### config.mk
export PLATFORM = sky130hd
export DESIGN_NAME = mc_control_unit_flat
export DESIGN_NICKNAME = d
export VERILOG_FILES = /design/src/rtl/mc_ctrl_pkg.sv /design/src/rtl/mc_control_unit_if.sv /design/src/rtl/mc_alu_decoder.sv /design/src/rtl/mc_control_unit.sv /design/src/flat_wrapper.sv
export SDC_FILE = /design/constraint.sdc
export NUM_CORES = 1
export LEC_CHECK = 0
export ABC_CLOCK_PERIOD_IN_PS = 3700
export BUFFER_PORTS_ARGS = -buffer_cell sky130_fd_sc_hd__buf_4
export CAP_MARGIN = 20
export CORE_ASPECT_RATIO = 1.4
export CORE_MARGIN = 2
export CORE_UTILIZATION = 50
export CTS_BUF_LIST = sky130_fd_sc_hd__clkbuf_4
export CTS_CLUSTER_DIAMETER = 100
export CTS_CLUSTER_SIZE = 8
export DETAILED_ROUTE_END_ITERATION = 8
export HOLD_SLACK_MARGIN = 0.12
export PLACE_DENSITY = 0.87
export SLEW_MARGIN = 20
export SYNTH_ARGS = -nofsm -noshare
export SYNTH_HDL_FRONTEND = slang
export SYNTH_HIERARCHICAL = 1
export SYNTH_SLANG_ARGS = --single-unit
export TNS_END_PERCENT = 10
### constraint.sdc
create_clock -name Clk -period 3.7 [get_ports Clk]
set_input_delay 0.185 -clock Clk [delete_from_list [all_inputs] [get_ports Clk]]
set_output_delay 0.185 -clock Clk [all_outputs]
set_load 0.05 [all_outputs]
### src/rtl/mc_ctrl_pkg.sv
// mc_ctrl_pkg: shared types, encodings and decode helpers for the multi-cycle RV32I control unit (ILLEGAL_TRAP_EN adds the HALT state)
package mc_ctrl_pkg;

    localparam int STATE_W = 4;

`ifdef ILLEGAL_TRAP_EN
    typedef enum logic [STATE_W-1:0] {
        S_FETCH, S_DECODE, S_MEMADR, S_MEMREAD, S_MEMWB, S_MEMWRITE,
        S_EXECUTER, S_EXECUTEI, S_ALUWB, S_BEQ, S_JAL, S_HALT
    } state_t;
    localparam state_t S_BADOP = S_HALT;
`else
    typedef enum logic [STATE_W-1:0] {
        S_FETCH, S_DECODE, S_MEMADR, S_MEMREAD, S_MEMWB, S_MEMWRITE,
        S_EXECUTER, S_EXECUTEI, S_ALUWB, S_BEQ, S_JAL
    } state_t;
    localparam state_t S_BADOP = S_FETCH;
`endif

    localparam logic [6:0] OP_LW  = 7'b0000011;
    localparam logic [6:0] OP_SW  = 7'b0100011;
    localparam logic [6:0] OP_R   = 7'b0110011;
    localparam logic [6:0] OP_I   = 7'b0010011;
    localparam logic [6:0] OP_BEQ = 7'b1100011;
    localparam logic [6:0] OP_JAL = 7'b1101111;

    localparam logic [2:0] ALUC_ADD = 3'b000;
    localparam logic [2:0] ALUC_SUB = 3'b001;
    localparam logic [2:0] ALUC_AND = 3'b010;
    localparam logic [2:0] ALUC_OR  = 3'b011;
    localparam logic [2:0] ALUC_SLT = 3'b101;

    localparam logic [1:0] ALUOP_ADD   = 2'b00;
    localparam logic [1:0] ALUOP_SUB   = 2'b01;
    localparam logic [1:0] ALUOP_FUNCT = 2'b10;

    localparam logic [1:0] RES_ALURESULT = 2'b00;
    localparam logic [1:0] RES_DATA      = 2'b01;
    localparam logic [1:0] RES_ALUOUT    = 2'b10;

    localparam logic [1:0] SRCA_PC    = 2'b00;
    localparam logic [1:0] SRCA_OLDPC = 2'b01;
    localparam logic [1:0] SRCA_A     = 2'b10;

    localparam logic [1:0] SRCB_WD   = 2'b00;
    localparam logic [1:0] SRCB_IMM  = 2'b01;
    localparam logic [1:0] SRCB_FOUR = 2'b10;

    localparam logic [1:0] IMM_I = 2'b00;
    localparam logic [1:0] IMM_S = 2'b01;
    localparam logic [1:0] IMM_B = 2'b10;
    localparam logic [1:0] IMM_J = 2'b11;

    typedef struct packed {
        logic       pc_update;
        logic       branch;
        logic       adr_src;
        logic       mem_write;
        logic       ir_write;
        logic       reg_write;
        logic [1:0] result_src;
        logic [1:0] alu_src_a;
        logic [1:0] alu_src_b;
        logic [1:0] alu_op;
    } ctrl_t;

    // Moore outputs of each state; anything not set stays at its zero default
    function automatic ctrl_t ctrl_of(input state_t s);
        ctrl_t c;
        c = '0;
        case (s)
            S_FETCH: begin
                c.ir_write  = 1'b1;
                c.pc_update = 1'b1;
                c.alu_src_b = SRCB_FOUR;
            end
            S_DECODE: begin
                c.alu_src_a = SRCA_OLDPC;
                c.alu_src_b = SRCB_IMM;
            end
            S_MEMADR: begin
                c.alu_src_a = SRCA_A;
                c.alu_src_b = SRCB_IMM;
            end
            S_MEMREAD: begin
                c.result_src = RES_ALUOUT;
                c.adr_src    = 1'b1;
            end
            S_MEMWB: begin
                c.result_src = RES_DATA;
                c.reg_write  = 1'b1;
            end
            S_MEMWRITE: begin
                c.result_src = RES_ALUOUT;
                c.adr_src    = 1'b1;
                c.mem_write  = 1'b1;
            end
            S_EXECUTER: begin
                c.alu_src_a = SRCA_A;
                c.alu_op    = ALUOP_FUNCT;
            end
            S_EXECUTEI: begin
                c.alu_src_a = SRCA_A;
                c.alu_src_b = SRCB_IMM;
                c.alu_op    = ALUOP_FUNCT;
            end
            S_ALUWB: begin
                c.result_src = RES_ALUOUT;
                c.reg_write  = 1'b1;
            end
            S_BEQ: begin
                c.alu_src_a  = SRCA_A;
                c.alu_op     = ALUOP_SUB;
                c.result_src = RES_ALUOUT;
                c.branch     = 1'b1;
            end
            S_JAL: begin
                c.alu_src_a  = SRCA_OLDPC;
                c.alu_src_b  = SRCB_FOUR;
                c.result_src = RES_ALUOUT;
                c.pc_update  = 1'b1;
            end
            default: c = '0;
        endcase
        return c;
    endfunction

    // Sequencing rules; unknown encodings fall back to FETCH
    function automatic state_t next_state(input state_t s, input logic [6:0] op);
        state_t n;
        n = S_FETCH;
        case (s)
            S_FETCH:  n = S_DECODE;
            S_DECODE: n = (op == OP_LW || op == OP_SW) ? S_MEMADR :
                          (op == OP_R)   ? S_EXECUTER :
                          (op == OP_I)   ? S_EXECUTEI :
                          (op == OP_BEQ) ? S_BEQ :
                          (op == OP_JAL) ? S_JAL : S_BADOP;
            S_MEMADR:   n = (op == OP_SW) ? S_MEMWRITE : S_MEMREAD;
            S_MEMREAD:  n = S_MEMWB;
            S_EXECUTER: n = S_ALUWB;
            S_EXECUTEI: n = S_ALUWB;
            S_JAL:      n = S_ALUWB;
`ifdef ILLEGAL_TRAP_EN
            S_HALT:     n = S_HALT;
`endif
            default:    n = S_FETCH;
        endcase
        return n;
    endfunction

endpackage

### src/rtl/mc_control_unit_if.sv
// mc_control_unit_if: decode/status inputs and datapath controls between control unit (master) and datapath (slave)
interface mc_control_unit_if;

    logic [6:0] Op;
    logic [2:0] fun3;
    logic       fun75;
    logic       Zero;
    logic       PCWrite;
    logic       AdrSrc;
    logic       MemWrite;
    logic       IRWrite;
    logic       RegWrite;
    logic [1:0] ResultSrc;
    logic [1:0] ALUSrcA;
    logic [1:0] ALUSrcB;
    logic [1:0] ImmSrc;
    logic [2:0] ALUControl;
    logic       Illegal;

    modport master (
        input  Op, fun3, fun75, Zero,
        output PCWrite, AdrSrc, MemWrite, IRWrite, RegWrite, ResultSrc,
               ALUSrcA, ALUSrcB, ImmSrc, ALUControl, Illegal
    );

    modport slave (
        output Op, fun3, fun75, Zero,
        input  PCWrite, AdrSrc, MemWrite, IRWrite, RegWrite, ResultSrc,
               ALUSrcA, ALUSrcB, ImmSrc, ALUControl, Illegal
    );

endinterface

### src/rtl/mc_alu_decoder.sv
// mc_alu_decoder: maps ALUOp plus funct fields to the ALU operation code
module mc_alu_decoder
    import mc_ctrl_pkg::*;
(
    input  logic [1:0] i_alu_op,
    input  logic [2:0] i_fun3,
    input  logic       i_fun75,
    input  logic       i_op5,
    output logic [2:0] o_alu_control
);

    logic [2:0] w_funct;

    // Only R-type with Instr[30] set subtracts; I-type never does (no subi)
    always_comb begin
        w_funct = (i_fun3 == 3'b000) ? ((i_op5 & i_fun75) ? ALUC_SUB : ALUC_ADD) :
                  (i_fun3 == 3'b010) ? ALUC_SLT :
                  (i_fun3 == 3'b110) ? ALUC_OR :
                  (i_fun3 == 3'b111) ? ALUC_AND : ALUC_ADD;
        o_alu_control = (i_alu_op == ALUOP_SUB)   ? ALUC_SUB :
                        (i_alu_op == ALUOP_FUNCT) ? w_funct : ALUC_ADD;
    end

endmodule

### src/rtl/mc_control_unit.sv
// mc_control_unit: Moore control FSM of the multi-cycle RV32I core (ILLEGAL_TRAP_EN enables HALT on unsupported opcodes)
module mc_control_unit
    import mc_ctrl_pkg::*;
#(
    parameter int STATE_W = 4
)(
    input logic Clk,
    input logic Rst_n,
    mc_control_unit_if.master bus
);

    logic [STATE_W-1:0] r_state;
    ctrl_t              r_ctrl;
    state_t             w_state;
    state_t             w_next;
    logic [1:0]         w_imm_src;
    logic [2:0]         w_alu_control;

    assign w_state = state_t'(r_state);
    assign w_next  = next_state(w_state, bus.Op);

    // State and its Moore outputs advance together, so the outputs are always those of r_state
    always_ff @(posedge Clk) begin
        if (!Rst_n) begin
            r_state <= S_FETCH;
            r_ctrl  <= ctrl_of(S_FETCH);
        end else begin
            r_state <= w_next;
            r_ctrl  <= ctrl_of(w_next);
        end
    end

    // Immediate format tracks the live opcode: J for jal target, S for store address
    always_comb begin
        w_imm_src = (w_state == S_DECODE) ? ((bus.Op == OP_JAL) ? IMM_J : IMM_B) :
                    (w_state == S_MEMADR && bus.Op == OP_SW) ? IMM_S : IMM_I;
    end

    mc_alu_decoder u_alu_dec (
        .i_alu_op      (r_ctrl.alu_op),
        .i_fun3        (bus.fun3),
        .i_fun75       (bus.fun75),
        .i_op5         (bus.Op[5]),
        .o_alu_control (w_alu_control)
    );

    // Enables are masked by reset so an abandoned instruction cannot write in the reset cycle
    assign bus.PCWrite    = Rst_n & (r_ctrl.pc_update | (r_ctrl.branch & bus.Zero));
    assign bus.MemWrite   = Rst_n & r_ctrl.mem_write;
    assign bus.IRWrite    = Rst_n & r_ctrl.ir_write;
    assign bus.RegWrite   = Rst_n & r_ctrl.reg_write;
    assign bus.AdrSrc     = r_ctrl.adr_src;
    assign bus.ResultSrc  = r_ctrl.result_src;
    assign bus.ALUSrcA    = r_ctrl.alu_src_a;
    assign bus.ALUSrcB    = r_ctrl.alu_src_b;
    assign bus.ImmSrc     = w_imm_src;
    assign bus.ALUControl = w_alu_control;

`ifdef ILLEGAL_TRAP_EN
    assign bus.Illegal = (w_state == S_HALT);
`else
    assign bus.Illegal = 1'b0;
`endif

endmodule

### src/flat_wrapper.sv
// flat-port wrapper written by rule: the top's interface ports become plain ports
module mc_control_unit_flat import mc_ctrl_pkg::*;
#(
    parameter int STATE_W = 4
)
  (Clk, Rst_n, bus_Op, bus_fun3, bus_fun75, bus_Zero, bus_PCWrite, bus_AdrSrc, bus_MemWrite, bus_IRWrite, bus_RegWrite, bus_ResultSrc, bus_ALUSrcA, bus_ALUSrcB, bus_ImmSrc, bus_ALUControl, bus_Illegal);
  mc_control_unit_if bus_i ();
  input logic Clk;
  input logic Rst_n;
  input wire logic [$bits(bus_i.Op)-1:0] bus_Op;
  input wire logic [$bits(bus_i.fun3)-1:0] bus_fun3;
  input wire logic [$bits(bus_i.fun75)-1:0] bus_fun75;
  input wire logic [$bits(bus_i.Zero)-1:0] bus_Zero;
  output wire logic [$bits(bus_i.PCWrite)-1:0] bus_PCWrite;
  output wire logic [$bits(bus_i.AdrSrc)-1:0] bus_AdrSrc;
  output wire logic [$bits(bus_i.MemWrite)-1:0] bus_MemWrite;
  output wire logic [$bits(bus_i.IRWrite)-1:0] bus_IRWrite;
  output wire logic [$bits(bus_i.RegWrite)-1:0] bus_RegWrite;
  output wire logic [$bits(bus_i.ResultSrc)-1:0] bus_ResultSrc;
  output wire logic [$bits(bus_i.ALUSrcA)-1:0] bus_ALUSrcA;
  output wire logic [$bits(bus_i.ALUSrcB)-1:0] bus_ALUSrcB;
  output wire logic [$bits(bus_i.ImmSrc)-1:0] bus_ImmSrc;
  output wire logic [$bits(bus_i.ALUControl)-1:0] bus_ALUControl;
  output wire logic [$bits(bus_i.Illegal)-1:0] bus_Illegal;
  assign bus_i.Op = bus_Op;
  assign bus_i.fun3 = bus_fun3;
  assign bus_i.fun75 = bus_fun75;
  assign bus_i.Zero = bus_Zero;
  assign bus_PCWrite = bus_i.PCWrite;
  assign bus_AdrSrc = bus_i.AdrSrc;
  assign bus_MemWrite = bus_i.MemWrite;
  assign bus_IRWrite = bus_i.IRWrite;
  assign bus_RegWrite = bus_i.RegWrite;
  assign bus_ResultSrc = bus_i.ResultSrc;
  assign bus_ALUSrcA = bus_i.ALUSrcA;
  assign bus_ALUSrcB = bus_i.ALUSrcB;
  assign bus_ImmSrc = bus_i.ImmSrc;
  assign bus_ALUControl = bus_i.ALUControl;
  assign bus_Illegal = bus_i.Illegal;
  mc_control_unit #(.STATE_W(STATE_W)) u_core (.Clk(Clk), .Rst_n(Rst_n), .bus(bus_i));
endmodule
==> flow_summary.ini, run 1 <==
[floorplan]
io_pins = 31
chipWidth_microns = 40.2
design.die.area_sq_mm = 0.00219
floorplan.initialDensity_pct = 52.8
die_h_microns = 54.6
core.rowCount = 18
core-area_sq_mm = 0.00173

[synth]
yosys.area.top_type_share_pct = 39.3
synth_cell_types = 37
ys_seq_area_share_pct = 39.3
yosysMostFrequentCell = dfxtp_1
ys_ff_latch = 18
yosys.area.top_type = dfxtp_1
synth_edf_count = 0
synth_cells = 103
yosys-top-cells-area = dfxtp_1 (39%), buf_4 (5.7%), nor4b_4 (5.2%)
syn-num-nets = 117
yosys-top-cells-count = dfxtp_1 (18), nor2_1 (12), nand2_1 (9)
postSynthAreaPerCell_sq_um = 8.89
synthArstFlopShare_pct = 0
yosys_warnings = 6
synth_flop_cell = dfxtp_1
netlist_area_sq_um = 916

[clock_network]
cts-resized-gates = 0
clkTransAtPathRegs_ns = 0.10
cts_buffer_depth = 2
postCtsSetupRepairBufs = 0
cts_buffers = 3
cts-root-buf = clkbuf_4
clkLatencyLatePin_ns = 0.29
cts_hold_buf = 1
tritoncts = built
cts_max_level = 1
cts_sinks = 18

[global_route]
antenna_found_initial = 0
grt_first_pass_wirelength_mm = 2.77
track_usage_pct = 19.2
grt_pass1_vias = 722
grt_overflow = 0
grt_max_degree = 12

[cells_and_area]
final_util_pct = 65.7
drive_above_1_share_pct = 34.1
n_antenna_cell = 0
n_fill_cell = 137
fin_nets = 144
areaGrowthSynthToFinish_pct = 24.3

[setup_path]
worst_setup_path_start_kind = flop
path_class = reg -> out
cp-end-kind = primary output
crit_fanout = 7
arrival_ns = 1.98
crit_required_ns = 3.51

[pwr]
leakagePower_nw = 0.529
power.switching_mw = 0.123
pwr-share-clk_pct = 24.6
internal_power_mw = 0.280
ir_drop_mv = 0.271
comb_power_share_pct = 23.7
p_sw_share_pct = 30.5
power.density_mw_per_mm2 = 354
power_frac_seq_pct = 51.7

[timing]
slew_viol_final = 0
fin_crit_sh_pct = 58.5
fin_skew_ns = 0.00136
final-setup-viol-count = 0
tns_ns = 0
finalHoldViolations = 0
grt_setup_unrepaired = false
fmax_mhz = 462
period_needed_ns = 2.16

[min_path]
hold_path.class = in -> reg

[detailed_routing]
drtPass1Iterations = 5
final_antenna_net_count = 0
wl_per_cell_microns = 13.1
num_vias = 805
drc = 0
avgViaCountPerCell = 5.40
drt-total-wl_mm = 1.96
drt_iter0_drc = 22

[place]
hpwl_mm = 1.51
port_buffers = 29
gp_congestion = 0.922

[flow_run]
max_cap_violations = 0

[run_status]
run_status = finished clean
-- metal layers --
layer	vias up	global-route usage, %	part of all wire (%)
met4	0	18.3	4.9
li1	401	-	-
met2	31	33.6	53
met5	-	0	0
met3	8	4.07	6.3
met1	365	17.2	36
-- power groups by stage --
stage               Clock [mW]  Sequential [mW]  Combinational (mW)
floorplan                    0            0.214              0.0680
global placement             0            0.212              0.0930
detailed placement           0            0.213              0.0946
CTS                      0.104            0.208              0.0958
global route             0.105            0.209               0.102
finish                  0.0991            0.208              0.0956
-- layout make-up --
type	count	area, sq um	area share, %
multi-input combinational	72	480	42.2
sequential	18	360	31.6
timing repair buffer	30	228	20.0
tap	20	25.0	2.20
clock buffer	3	22.5	1.98
inverter	5	18.8	1.65
clock inverter	1	3.75	0.330
-- through the flow --
step	cells	power (mW)	area, sq um	hold slack [ns]	setup slack, ns
detailed placement	144	0.307	1100	0.433	1.85
finish	149	0.403	1140	0.373	1.54
global route	149	0.416	1140	0.390	1.46
CTS	149	0.408	1140	0.365	1.52
global placement	144	0.305	1100	0.427	1.90
floorplan	103	0.282	916	0.368	1.48
-- final timing paths --
| check | start | to | slack, ns | cells past startpoint |
|---|---|---|---|---|
| worst max-delay path | u_core/r_state[0]$_SDFF_PN0_ | bus_ImmSrc[0] | 1.54 | 5 |
| worst min-delay path | bus_Op[3] | u_core/bus.ALUSrcB[1]$_SDFF_PN1_ | 0.37 | 4 |
| worst min register to register | u_core/r_state[1]$_SDFF_PN0_ | u_core/bus.ResultSrc[1]$_SDFF_PN0_ | 0.77 | 3 |
| worst max register to register | u_core/r_state[0]$_SDFF_PN0_ | u_core/bus.ALUSrcB[0]$_SDFF_PN0_ | 1.86 | 6 |
-- cell usage in the layout, fill, tap and decap left out, types with 2 or more instances in the layout --
cell	count
nand2_2	2
nand2_1	9
buf_4	29
nand4_1	3
nor2_1	12
nand3_1	2
nand2b_1	2
and3_1	3
nor4b_4	2
a21oi_1	4
nor2b_1	3
clkbuf_4	3
and2_1	6
o21ai_0	3
dfxtp_1	18
inv_1	5
-- registers in the layout, summed over array words and instances, names as in the netlist --
| signal | count |
|---|---|
| u_core/r_state | 4 |
| u_core/r_ctrl | 7 |
| u_core/bus.ALUSrcA | 2 |
| u_core/bus.AdrSrc | 1 |
| u_core/bus.ResultSrc | 2 |
| u_core/bus.ALUSrcB | 2 |
-- critical path, stage by stage, from the launching register on --
cell and delay (ns):
dfxtp_1 0.50, nor4b_4 0.37, nand4_1 0.18, or2_2 0.35
nand2_1 0.09, buf_4 0.20
-- kinds of logic after synthesis --
logic type,after synthesis,share of synthesized area (%)
simple gates,52,36.3
flops,18,39.3
compound gates,17,13.5
buf+inv,13,8.20
xor+xnor,1,0.956
mux,1,1.23
other cells,1,0.409
(Power assumes the default switching activity.)
==> run 2: changes to the inputs <==
Settings changed: ABC_CLOCK_PERIOD_IN_PS 3700 to 2100.
Clock period 3.7 ns to 2.1 ns, I/O delays scaled along.
==> run 2 against run 1 <==
  * Combinational power increased by 83%
  * Via count increased by 2.6%
  * Sequential share of layout area decreased by 0.41 points
  * Clock power increased by 71%
  * Sequential power increased by 77%
  * Global-route usage increased by 1.0 points
  * Power increased by 77%
  * Largest cell class unchanged
==> flow_summary.ini, run 2 (synthesis results as in run 1) <==
[run_status]
run_status = finished clean

[clock_network]
tritoncts = built
clkLatencyLatePin_ns = 0.29
cts_sinks = 18
cts-root-buf = clkbuf_4
cts_buffer_depth = 2
cts_max_level = 1
cts_buffers = 3
clkTransAtPathRegs_ns = 0.10

[setup_path]
arrival_ns = 1.85
cp-end-kind = primary output
reg2reg_setup_slack_ns = 0.16
worst_setup_path_start_kind = flop
crit_required_ns = 2.00
ff2ff_path_depth = 8
r2r_start = u_core/r_state[3]$_SDFF_PN0_
crit_path_max_incr_delay_ns = 0.43
crit_fanout = 7
slowest_stage = dfxtp_1
crit_chain = nor4b_4 -> nand4_1 -> or2_2 -> nand2_2 -> buf_4
path_class = reg -> out
rr_endpoint = u_core/bus.ALUSrcB[0]$_SDFF_PN0_

[cells_and_area]
final_cell_mix = buf_4 (31), dfxtp_1 (17), nor2_1 (12)
final_util_pct = 66.7
regMostFlops = u_core/r_ctrl
drive_above_1_share_pct = 36.6
n_antenna_cell = 0
top_regs = u_core/r_ctrl: 7 flops, u_core/r_state: 4 flops
fin_area_sq_mm = 0.00116
fin_nets = 146
final_common_cell = buf_4
n_fill_cell = 135
largest_reg_flops = 7
areaGrowthSynthToFinish_pct = 26.4

[floorplan]
core.rowCount = 18
design.die.area_sq_mm = 0.00219
core-area_sq_mm = 0.00173
die_h_microns = 54.6
chipWidth_microns = 40.2
io_pins = 31
floorplan.initialDensity_pct = 52.8

[detailed_routing]
num_vias = 826
drt_iter0_drc = 31
drtPass1Iterations = 4
avgViaCountPerCell = 5.47
drt-total-wl_mm = 2.03
drc = 0
wl_per_cell_microns = 13.4
final_antenna_net_count = 0

[pwr]
power_frac_seq_pct = 51.7
p_sw_share_pct = 30.2
power.switching_mw = 0.215
power.density_mw_per_mm2 = 616
pwr-share-clk_pct = 23.8
comb_power_share_pct = 24.6
ir_drop_mv = 0.594
leakagePower_nw = 0.539
internal_power_mw = 0.498
power.total_mw = 0.712

[timing]
fin_crit_sh_pct = 93.2
fin_skew_ns = 0.00210
finalHoldViolations = 0
slew_viol_final = 0
holdWs_ns = 0.318
period_needed_ns = 1.96
grt_setup_unrepaired = false
final-setup-viol-count = 0
fmax_mhz = 511
tns_ns = 0

[min_path]
whs_path_depth = 4
hold_path_end = u_core/bus.ALUSrcA[0]$_SDFF_PN0_
min_from = bus_Op[3]
hold_path.class = in -> reg

[global_route]
grt_max_degree = 12
grt_first_pass_wirelength_mm = 3.02
grt_pass1_vias = 733
track_usage_pct = 20.2
grt_overflow = 0
antenna_found_initial = 0

[place]
gp_congestion = 0.864
port_buffers = 29
hpwl_mm = 1.45
dpl_cell_area_sq_mm = 0.00110

[flow_run]
max_cap_violations = 0
==> run 2: cell count changes in the layout (fill, tap and decap cells not counted), sizes merged <==
cell  delta
buf      +2
==> run 2: worst max-delay path by stage <==
stage | startpoint | endpoint
global placement | u_core/r_state[1]$_SDFF_PN0_ | u_core/r_ctrl[8]$_SDFF_PN0_
detailed placement | u_core/r_state[0]$_SDFF_PN0_ | u_core/r_ctrl[8]$_SDFF_PN0_
global route | u_core/r_state[3]$_SDFF_PN0_ | bus_ImmSrc[0]
CTS | u_core/r_state[0]$_SDFF_PN0_ | bus_ImmSrc[0]
floorplan | u_core/r_state[0]$_SDFF_PN0_ | u_core/r_ctrl[8]$_SDFF_PN0_
finish | u_core/r_state[3]$_SDFF_PN0_ | bus_ImmSrc[0]
==> run 2: layer usage <==
layer / GRT usage, % / vias up / wire length [microns] / share of wire, %
met1: 21.3 / 382 / 789 / 39
met4: 12.2 / 0 / 11 / 0.54
met2: 36.6 / 37 / 1090 / 54
li1: - / 403 / - / -
met5: 0 / - / 0 / 0
met3: 2.44 / 4 / 133 / 6.6
==> run 2: area by class of cell <==
type | count | area, sq um | area share, %
Tap cell | 20 | 25.0 | 2.16
Clock inverter | 1 | 3.75 | 0.324
Timing Repair Buffer | 32 | 243 | 21.0
Multi-Input combinational cell | 72 | 483 | 41.7
Sequential cell | 18 | 362 | 31.2
Clock buffer | 3 | 22.5 | 1.95
Inverter | 5 | 18.8 | 1.62
==> run 2: repair_timing <==
item,CTS,global route
setup endpoints to repair,0,1
resized for setup,0,1
buffers inserted,0,2
hold endpoints to repair,4,0
hold buffers,1,0
==> run 2: worst max-delay path: cells and delay by family (launching register included) <==
family	cells	cell delay, ns
AND/OR/NAND/NOR	4	0.96
flip-flops	1	0.43
buffers and inverters	1	0.19
==> run 2: through the flow <==
step                      instances  worst slack, ns
after floorplan                 103          0.00516
final                           151            0.144
after detailed placement        144            0.306
after global placement          144            0.323
after global routing            151           0.0302
after CTS                       149           0.0466
==> run 2: power groups by stage <==
stage	Clock, mW	Combinational (mW)	Sequential (mW)
2_1_floorplan	0	0.120	0.377
3_3_place_gp	0	0.164	0.374
3_5_place_dp	0	0.166	0.375
4_1_cts	0.177	0.168	0.367
5_1_grt	0.191	0.186	0.369
6_report	0.169	0.175	0.368
